==> src/rtl/viterbi_dec_if.sv <==
// Bit-serial channel interface of the Viterbi decoder: the receive stream in,
// decoded bits and status out.
interface viterbi_dec_if;
    logic data_in;
    logic dec_en;
    logic data_out;
    logic dec_out_valid;
    logic dec_busy;

    // Source side: drives the received channel bits and watches the decoder status.
    modport master (
        output data_in,
        output dec_en,
        input  data_out,
        input  dec_out_valid,
        input  dec_busy
    );

    // Decoder side.
    modport slave (
        input  data_in,
        input  dec_en,
        output data_out,
        output dec_out_valid,
        output dec_busy
    );
endinterface

==> src/rtl/viterbi_dec.sv <==
// Hard-decision Viterbi decoder for the rate-1/2, K=3 code (g0=111 -> A, g1=101 -> B).
// The received stream arrives one bit per clock, B first then A. The decoder runs a
// 4-state trellis and keeps its survivors in register-exchange form.
module viterbi_dec #(
    parameter int TB_LEN = 15,
    parameter int PM_W   = 6
) (
    input logic   dec_clk,
    input logic   reset,
    viterbi_dec_if.slave bus
);

    localparam int CW = $clog2(TB_LEN + 1);
    localparam logic [PM_W-1:0] PM_INIT = {2'b01, {(PM_W-2){1'b0}}};

    typedef enum logic [1:0] {IDLE, RUN, DRAIN} state_t;

    state_t            state;
    logic [PM_W-1:0]   pm [4];
    logic [TB_LEN-1:0] sv [4];
    logic              phase;
    logic              b_bit;
    logic [CW-1:0]     sym_cnt;
    logic [CW-1:0]     drain_cnt;
    logic              data_out_r;
    logic              valid_r;
    logic              busy_r;

    logic [PM_W-1:0]   new_pm [4];
    logic [TB_LEN-1:0] new_sv [4];
    logic [1:0]        best;
    logic [CW-1:0]     drain_m;
    logic [CW-1:0]     drain_idx;

    assign bus.data_out      = data_out_r;
    assign bus.dec_out_valid = valid_r;
    assign bus.dec_busy      = busy_r;

    // Add-compare-select for all four next states, followed by MSB normalisation.
    always_comb begin
        logic [1:0]      rx;
        logic [1:0]      exp0;
        logic [1:0]      exp1;
        logic [1:0]      d0;
        logic [1:0]      d1;
        logic [PM_W-1:0] cand0;
        logic [PM_W-1:0] cand1;
        logic [1:0]      pred0;
        logic [1:0]      pred1;
        logic            u;
        logic            p;
        logic            all_msb;
        rx      = {b_bit, bus.data_in};
        all_msb = 1'b1;
        for (int i = 0; i < 4; i++) begin
            new_pm[i] = '0;
            new_sv[i] = '0;
        end
        for (int i = 0; i < 4; i++) begin
            u     = i[1];
            p     = i[0];
            pred0 = {p, 1'b0};
            pred1 = {p, 1'b1};
            exp0  = {u, u ^ p};
            exp1  = {~u, ~(u ^ p)};
            d0    = rx ^ exp0;
            d1    = rx ^ exp1;
            cand0 = pm[pred0] + {{(PM_W-2){1'b0}}, ({1'b0, d0[1]} + {1'b0, d0[0]})};
            cand1 = pm[pred1] + {{(PM_W-2){1'b0}}, ({1'b0, d1[1]} + {1'b0, d1[0]})};
            if (cand1 < cand0) begin
                new_pm[i] = cand1;
                new_sv[i] = {sv[pred1][TB_LEN-2:0], u};
            end else begin
                new_pm[i] = cand0;
                new_sv[i] = {sv[pred0][TB_LEN-2:0], u};
            end
            all_msb = all_msb & new_pm[i][PM_W-1];
        end
        if (all_msb) begin
            for (int i = 0; i < 4; i++) begin
                new_pm[i][PM_W-1] = 1'b0;
            end
        end
    end

    // Best state is the smallest metric, lowest index on ties; also the drain bookkeeping.
    always_comb begin
        logic [PM_W-1:0] best_pm;
        best    = 2'd0;
        best_pm = pm[0];
        for (int i = 1; i < 4; i++) begin
            if (pm[i] < best_pm) begin
                best    = 2'(i);
                best_pm = pm[i];
            end
        end
        drain_m   = (sym_cnt < CW'(TB_LEN - 1)) ? sym_cnt : CW'(TB_LEN - 1);
        drain_idx = drain_cnt - CW'(1);
    end

    // Control FSM with registered outputs; reset and end-of-drain share the re-initialisation.
    always_ff @(posedge dec_clk) begin
        valid_r <= 1'b0;
        if (reset || (state == DRAIN && drain_cnt == '0)) begin
            state     <= IDLE;
            busy_r    <= 1'b0;
            phase     <= 1'b0;
            b_bit     <= 1'b0;
            sym_cnt   <= '0;
            drain_cnt <= '0;
            pm[0]     <= '0;
            for (int i = 1; i < 4; i++) begin
                pm[i] <= PM_INIT;
            end
            for (int i = 0; i < 4; i++) begin
                sv[i] <= '0;
            end
            if (reset) begin
                data_out_r <= 1'b0;
            end
        end else begin
            case (state)
                IDLE: begin
                    if (bus.dec_en) begin
                        state  <= RUN;
                        busy_r <= 1'b1;
                        b_bit  <= bus.data_in;
                        phase  <= 1'b1;
                    end
                end
                RUN: begin
                    if (!phase && sym_cnt == CW'(TB_LEN)) begin
                        data_out_r <= sv[best][TB_LEN-1];
                        valid_r    <= 1'b1;
                    end
                    if (!bus.dec_en) begin
                        phase <= 1'b0;
                        if (sym_cnt == '0) begin
                            state  <= IDLE;
                            busy_r <= 1'b0;
                        end else begin
                            state     <= DRAIN;
                            drain_cnt <= drain_m;
                        end
                    end else if (!phase) begin
                        b_bit <= bus.data_in;
                        phase <= 1'b1;
                    end else begin
                        for (int i = 0; i < 4; i++) begin
                            pm[i] <= new_pm[i];
                            sv[i] <= new_sv[i];
                        end
                        phase <= 1'b0;
                        if (sym_cnt != CW'(TB_LEN)) begin
                            sym_cnt <= sym_cnt + CW'(1);
                        end
                    end
                end
                DRAIN: begin
                    data_out_r <= sv[best][drain_idx];
                    valid_r    <= 1'b1;
                    drain_cnt  <= drain_idx;
                end
                default: begin
                    state  <= IDLE;
                    busy_r <= 1'b0;
                end
            endcase
        end
    end

endmodule
==> src/flat_wrapper.sv <==
// flat-port wrapper written by rule: the top's interface ports become plain ports
module viterbi_dec_flat 
#(
    parameter int TB_LEN = 15,
    parameter int PM_W   = 6
)
  (dec_clk, reset, bus_data_in, bus_dec_en, bus_data_out, bus_dec_out_valid, bus_dec_busy);
  viterbi_dec_if bus_i ();
  input logic dec_clk;
  input logic reset;
  input wire logic [$bits(bus_i.data_in)-1:0] bus_data_in;
  input wire logic [$bits(bus_i.dec_en)-1:0] bus_dec_en;
  output wire logic [$bits(bus_i.data_out)-1:0] bus_data_out;
  output wire logic [$bits(bus_i.dec_out_valid)-1:0] bus_dec_out_valid;
  output wire logic [$bits(bus_i.dec_busy)-1:0] bus_dec_busy;
  assign bus_i.data_in = bus_data_in;
  assign bus_i.dec_en = bus_dec_en;
  assign bus_data_out = bus_i.data_out;
  assign bus_dec_out_valid = bus_i.dec_out_valid;
  assign bus_dec_busy = bus_i.dec_busy;
  viterbi_dec #(.TB_LEN(TB_LEN), .PM_W(PM_W)) u_core (.dec_clk(dec_clk), .reset(reset), .bus(bus_i));
endmodule
==> config.mk <==
export PLATFORM = sky130hd
export DESIGN_NAME = viterbi_dec_flat
export DESIGN_NICKNAME = d
export VERILOG_FILES = /design/src/rtl/viterbi_dec_if.sv /design/src/rtl/viterbi_dec.sv /design/src/flat_wrapper.sv
export SDC_FILE = /design/constraint.sdc
export NUM_CORES = 1
export LEC_CHECK = 0
export BUFFER_PORTS_ARGS = -buffer_cell sky130_fd_sc_hd__buf_2
export CAP_MARGIN = 20
export CORE_MARGIN = 2
export CORE_UTILIZATION = 50
export CTS_CLUSTER_DIAMETER = 80
export DETAILED_ROUTE_END_ITERATION = 8
export PLACE_DENSITY = 0.62
export SYNTH_ARGS = -nofsm -noshare
export SYNTH_HDL_FRONTEND = slang
export SYNTH_SLANG_ARGS = --single-unit
==> constraint.sdc <==
create_clock -name dec_clk -period 10.1 [get_ports dec_clk]
set_input_delay 2.02 -clock dec_clk [delete_from_list [all_inputs] [get_ports dec_clk]]
set_output_delay 2.02 -clock dec_clk [all_outputs]
set_load 0.03 [all_outputs]
==> metrics <==
CTS clk-pin slew, worst paths 0.08 ns; GRT Total Usage 0.2184; drt drc 0; f_max 0.1494 GHz; count leader, synth nor2_1; hold crit path type reg -> reg; CP startpoint kind flop; RSZ-0062 raised after global routing no; clock power share 0.314; Post-Synthesis Cells 672; vias 4813; largest net degree at the start of global routing 80; WL/cell 17.58 um; Synth Cell Area 0.006829 mm2; setup TNS 0 ns; status completed; path type of the worst setup path reg -> reg; DP HPWL 10.54 mm; DIE AREA 0.01461 mm2; Num CTS Buffers 9; clk_skew 0.008984 ns; largest fanout on the critical path 12; final worst-path cycle share 0.6629; async set-reset flop share out of synthesis 0; post-synthesis net count 742; number of synthesized register bits 95; Peak VDD IR 0.1192 mV; Chip Height 120.9 um; NumNets Final 734; minimum clock period 6.695 ns; Chip Width 120.9 um; Ports 7; Core Region 0.01330 mm2; Final Hold Viols 0; Post-synth top cells nor2_1, edfxtp_1, mux2i_1, ha_1, nand2_1; total grt overflow 0; # hold bufs at CTS 0; slowest library cell on the worst path edfxtp_1; worst hold slack 0.5292 ns; port bufs 6; number of iterations in the first detailed-routing pass 5; WL final 14.86 mm; logic gate share of total power 0.277; Clk Tree Root Cell clkbuf_16; layout cells sized above 1 0.1121; setup bufs post-CTS 0; fin. max-slew vios 0; top cells by area in the synthesized netlist edfxtp_1, mux2i_1, ha_1; vias per cell 5.696; Switching Share 0.3219; YS warnings 0; Area growth, synth to finish 7.878%; Core Util, Final 0.5541; CTS tree yes; # diodes 0; P_int 0.0007735 W; Yosys top cell area share 0.3518; vias in the first global route 4872; Starting Density 0.5136; worst-path cell chain ha_1 > nand4_1 > o21bai_1 > buf_4 > mux2i_1 > ha_1 > a21oi_1 > o21ai_1 > a21oi_1 > nor2_1 > nor2_2 > nor2_1 > a21oi_1 > ha_1 > a21o_1 > a21o_1 > a21o_1 > or3_1 > a211oi_2 > nor2_1 > mux4_2 > a221oi_2 > a311o_1 > o311ai_1; post-synthesis sequential area ratio 0.3957; Max-Slew Margin vs Limit 0.4124; Netlist cell types 55; initial antenna violation count 0; GPL Wtd Cong 0.8623; first-pass GRT wire length 24.59 mm; Post-DRT Antenna Nets 0; DRT iter0 DRCs 239; endpoints failing setup 0; Worst Path Arrival 6.79 ns; measured slew at the worst slew-check pin 0.8782 ns; area leader, netlist edfxtp_1; Max Cap Viol 0; Sink Count 95; clock buffer depth 2; WHS Path Cells 2; Worst Setup End Kind flop; Worst Path Required 10.19 ns; R2R depth 24; sequential group share of total power 0.409; syn avg cell area 10.16 um2; most used flip-flop cell after synthesis edfxtp_1; leak pwr 3.060 nW; post-CTS sizing 0; Psw 0.0003672 W; clock latency on the worst-skew pair 0.36 ns; Cell Rows 42; EDFF count, synth 80; power density cells 154.8 mW/mm2; Critical Path Max Stage Delay 0.51 ns; H-tree depth 3
[metrics by stage]
| step | total power (W) | setup WS [ns] | instances | instance area [um2] |
|---|---|---|---|---|
| floorplan | 0.0007169 | 4.099 | 672 | 6829 |
| global placement | 0.0007836 | 3.651 | 828 | 7030 |
| detailed placement | 0.0007911 | 3.450 | 828 | 7030 |
| CTS | 0.001150 | 3.430 | 844 | 7340 |
| global route | 0.001200 | 2.851 | 845 | 7367 |
| finish | 0.001141 | 3.405 | 845 | 7367 |
[worst max-delay path, delay by kind of cell (launching register included)]
kind,cells,cell delay (ns)
AOI/OAI and AO/OA,12,2.72
adders and majority gates,3,0.92
buffers and inverters,1,0.30
DFF,1,0.51
muxes,2,0.66
and+or+nand+nor,6,1.34
[layout make-up]
type	count	area (um2)
Fill cell	1155	5928
Multi-Input combinational cell	513	3905
Sequential cell	95	2703
Clock buffer	10	250.2
Tap cell	176	220.2
Timing Repair Buffer	15	117.6
Inverter	30	112.6
Clock inverter	6	58.81
[power groups by stage]
stage | clock [W] | sequential (W) | combinational (W)
2_1_floorplan | 0 | 0.000469 | 0.000248
3_3_place_gp | 0 | 0.000475 | 0.000308
3_5_place_dp | 0 | 0.000476 | 0.000315
4_1_cts | 0.000366 | 0.000467 | 0.000317
5_1_grt | 0.000379 | 0.000470 | 0.000351
6_report | 0.000358 | 0.000466 | 0.000316
[cells by family (layout without fill, tap and decap cells)]
kind of cell             after synthesis  after routing  share of synthesized area
buffers and inverters                 64             61                    0.03683
XOR/XNOR                              38             38                    0.04874
multiplexers                         103            103                     0.1634
AO/OA/AOI/OAI                         96             96                    0.09216
adder cells (fa/ha/maj)               66             66                     0.1297
AND/OR/NAND/NOR                      210            210                     0.1334
flip-flops                            95             95                     0.3957
[metal layers]
| layer | wire length [um] | vias up | track usage | share of wire |
|---|---|---|---|---|
| met4 | 427 | 0 | 0.07994 | 0.029 |
| met2 | 7289 | 69 | 0.3704 | 0.49 |
| met5 | 0 | - | 0 | 0 |
| li1 | - | 2374 | - | - |
| met1 | 6720 | 2339 | 0.2765 | 0.45 |
| met3 | 418 | 31 | 0.04276 | 0.028 |
[sequential cells by signal (all words and copies together), names as in the netlist]
register / flops
u_core.bus.data_out: 1
u_core.sv: 56
u_core.state: 2
u_core.b_bit: 1
u_core.bus.dec_busy: 1
u_core.sym_cnt: 4
u_core.drain_cnt: 4
u_core.pm: 24
u_core.bus.dec_out_valid: 1
u_core.phase: 1
[placed cells by master, fill, tap and decap left out, types with 7 or more instances in the layout]
cell	instances
nor2_1	110
edfxtp_1	80
mux2i_1	74
ha_1	58
nand2_1	41
a21oi_1	34
inv_1	29
xnor2_1	23
mux2_2	18
a21o_1	16
xor2_1	15
dfxtp_1	15
nand3_1	12
o21ai_0	10
clkbuf_16	10
or2_2	9
fa_1	8
buf_4	8
nand2b_1	7
nor3_1	7
[worst paths after layout]
path | startpoint | end | slack (ns)
worst max-delay path | u_core.pm[1][5]$_SDFFCE_PP0P_ | u_core.bus.data_out$_SDFFCE_PP0P_ | 3.40
worst min-delay path | u_core.state[1]$_SDFFE_PP0P_ | u_core.state[1]$_SDFFE_PP0P_ | 0.53
worst max register to register | u_core.pm[1][5]$_SDFFCE_PP0P_ | u_core.bus.data_out$_SDFFCE_PP0P_ | 3.40
worst min register to register | u_core.state[1]$_SDFFE_PP0P_ | u_core.state[1]$_SDFFE_PP0P_ | 0.53
No activity file was read; power rests on OpenSTA's default activity.
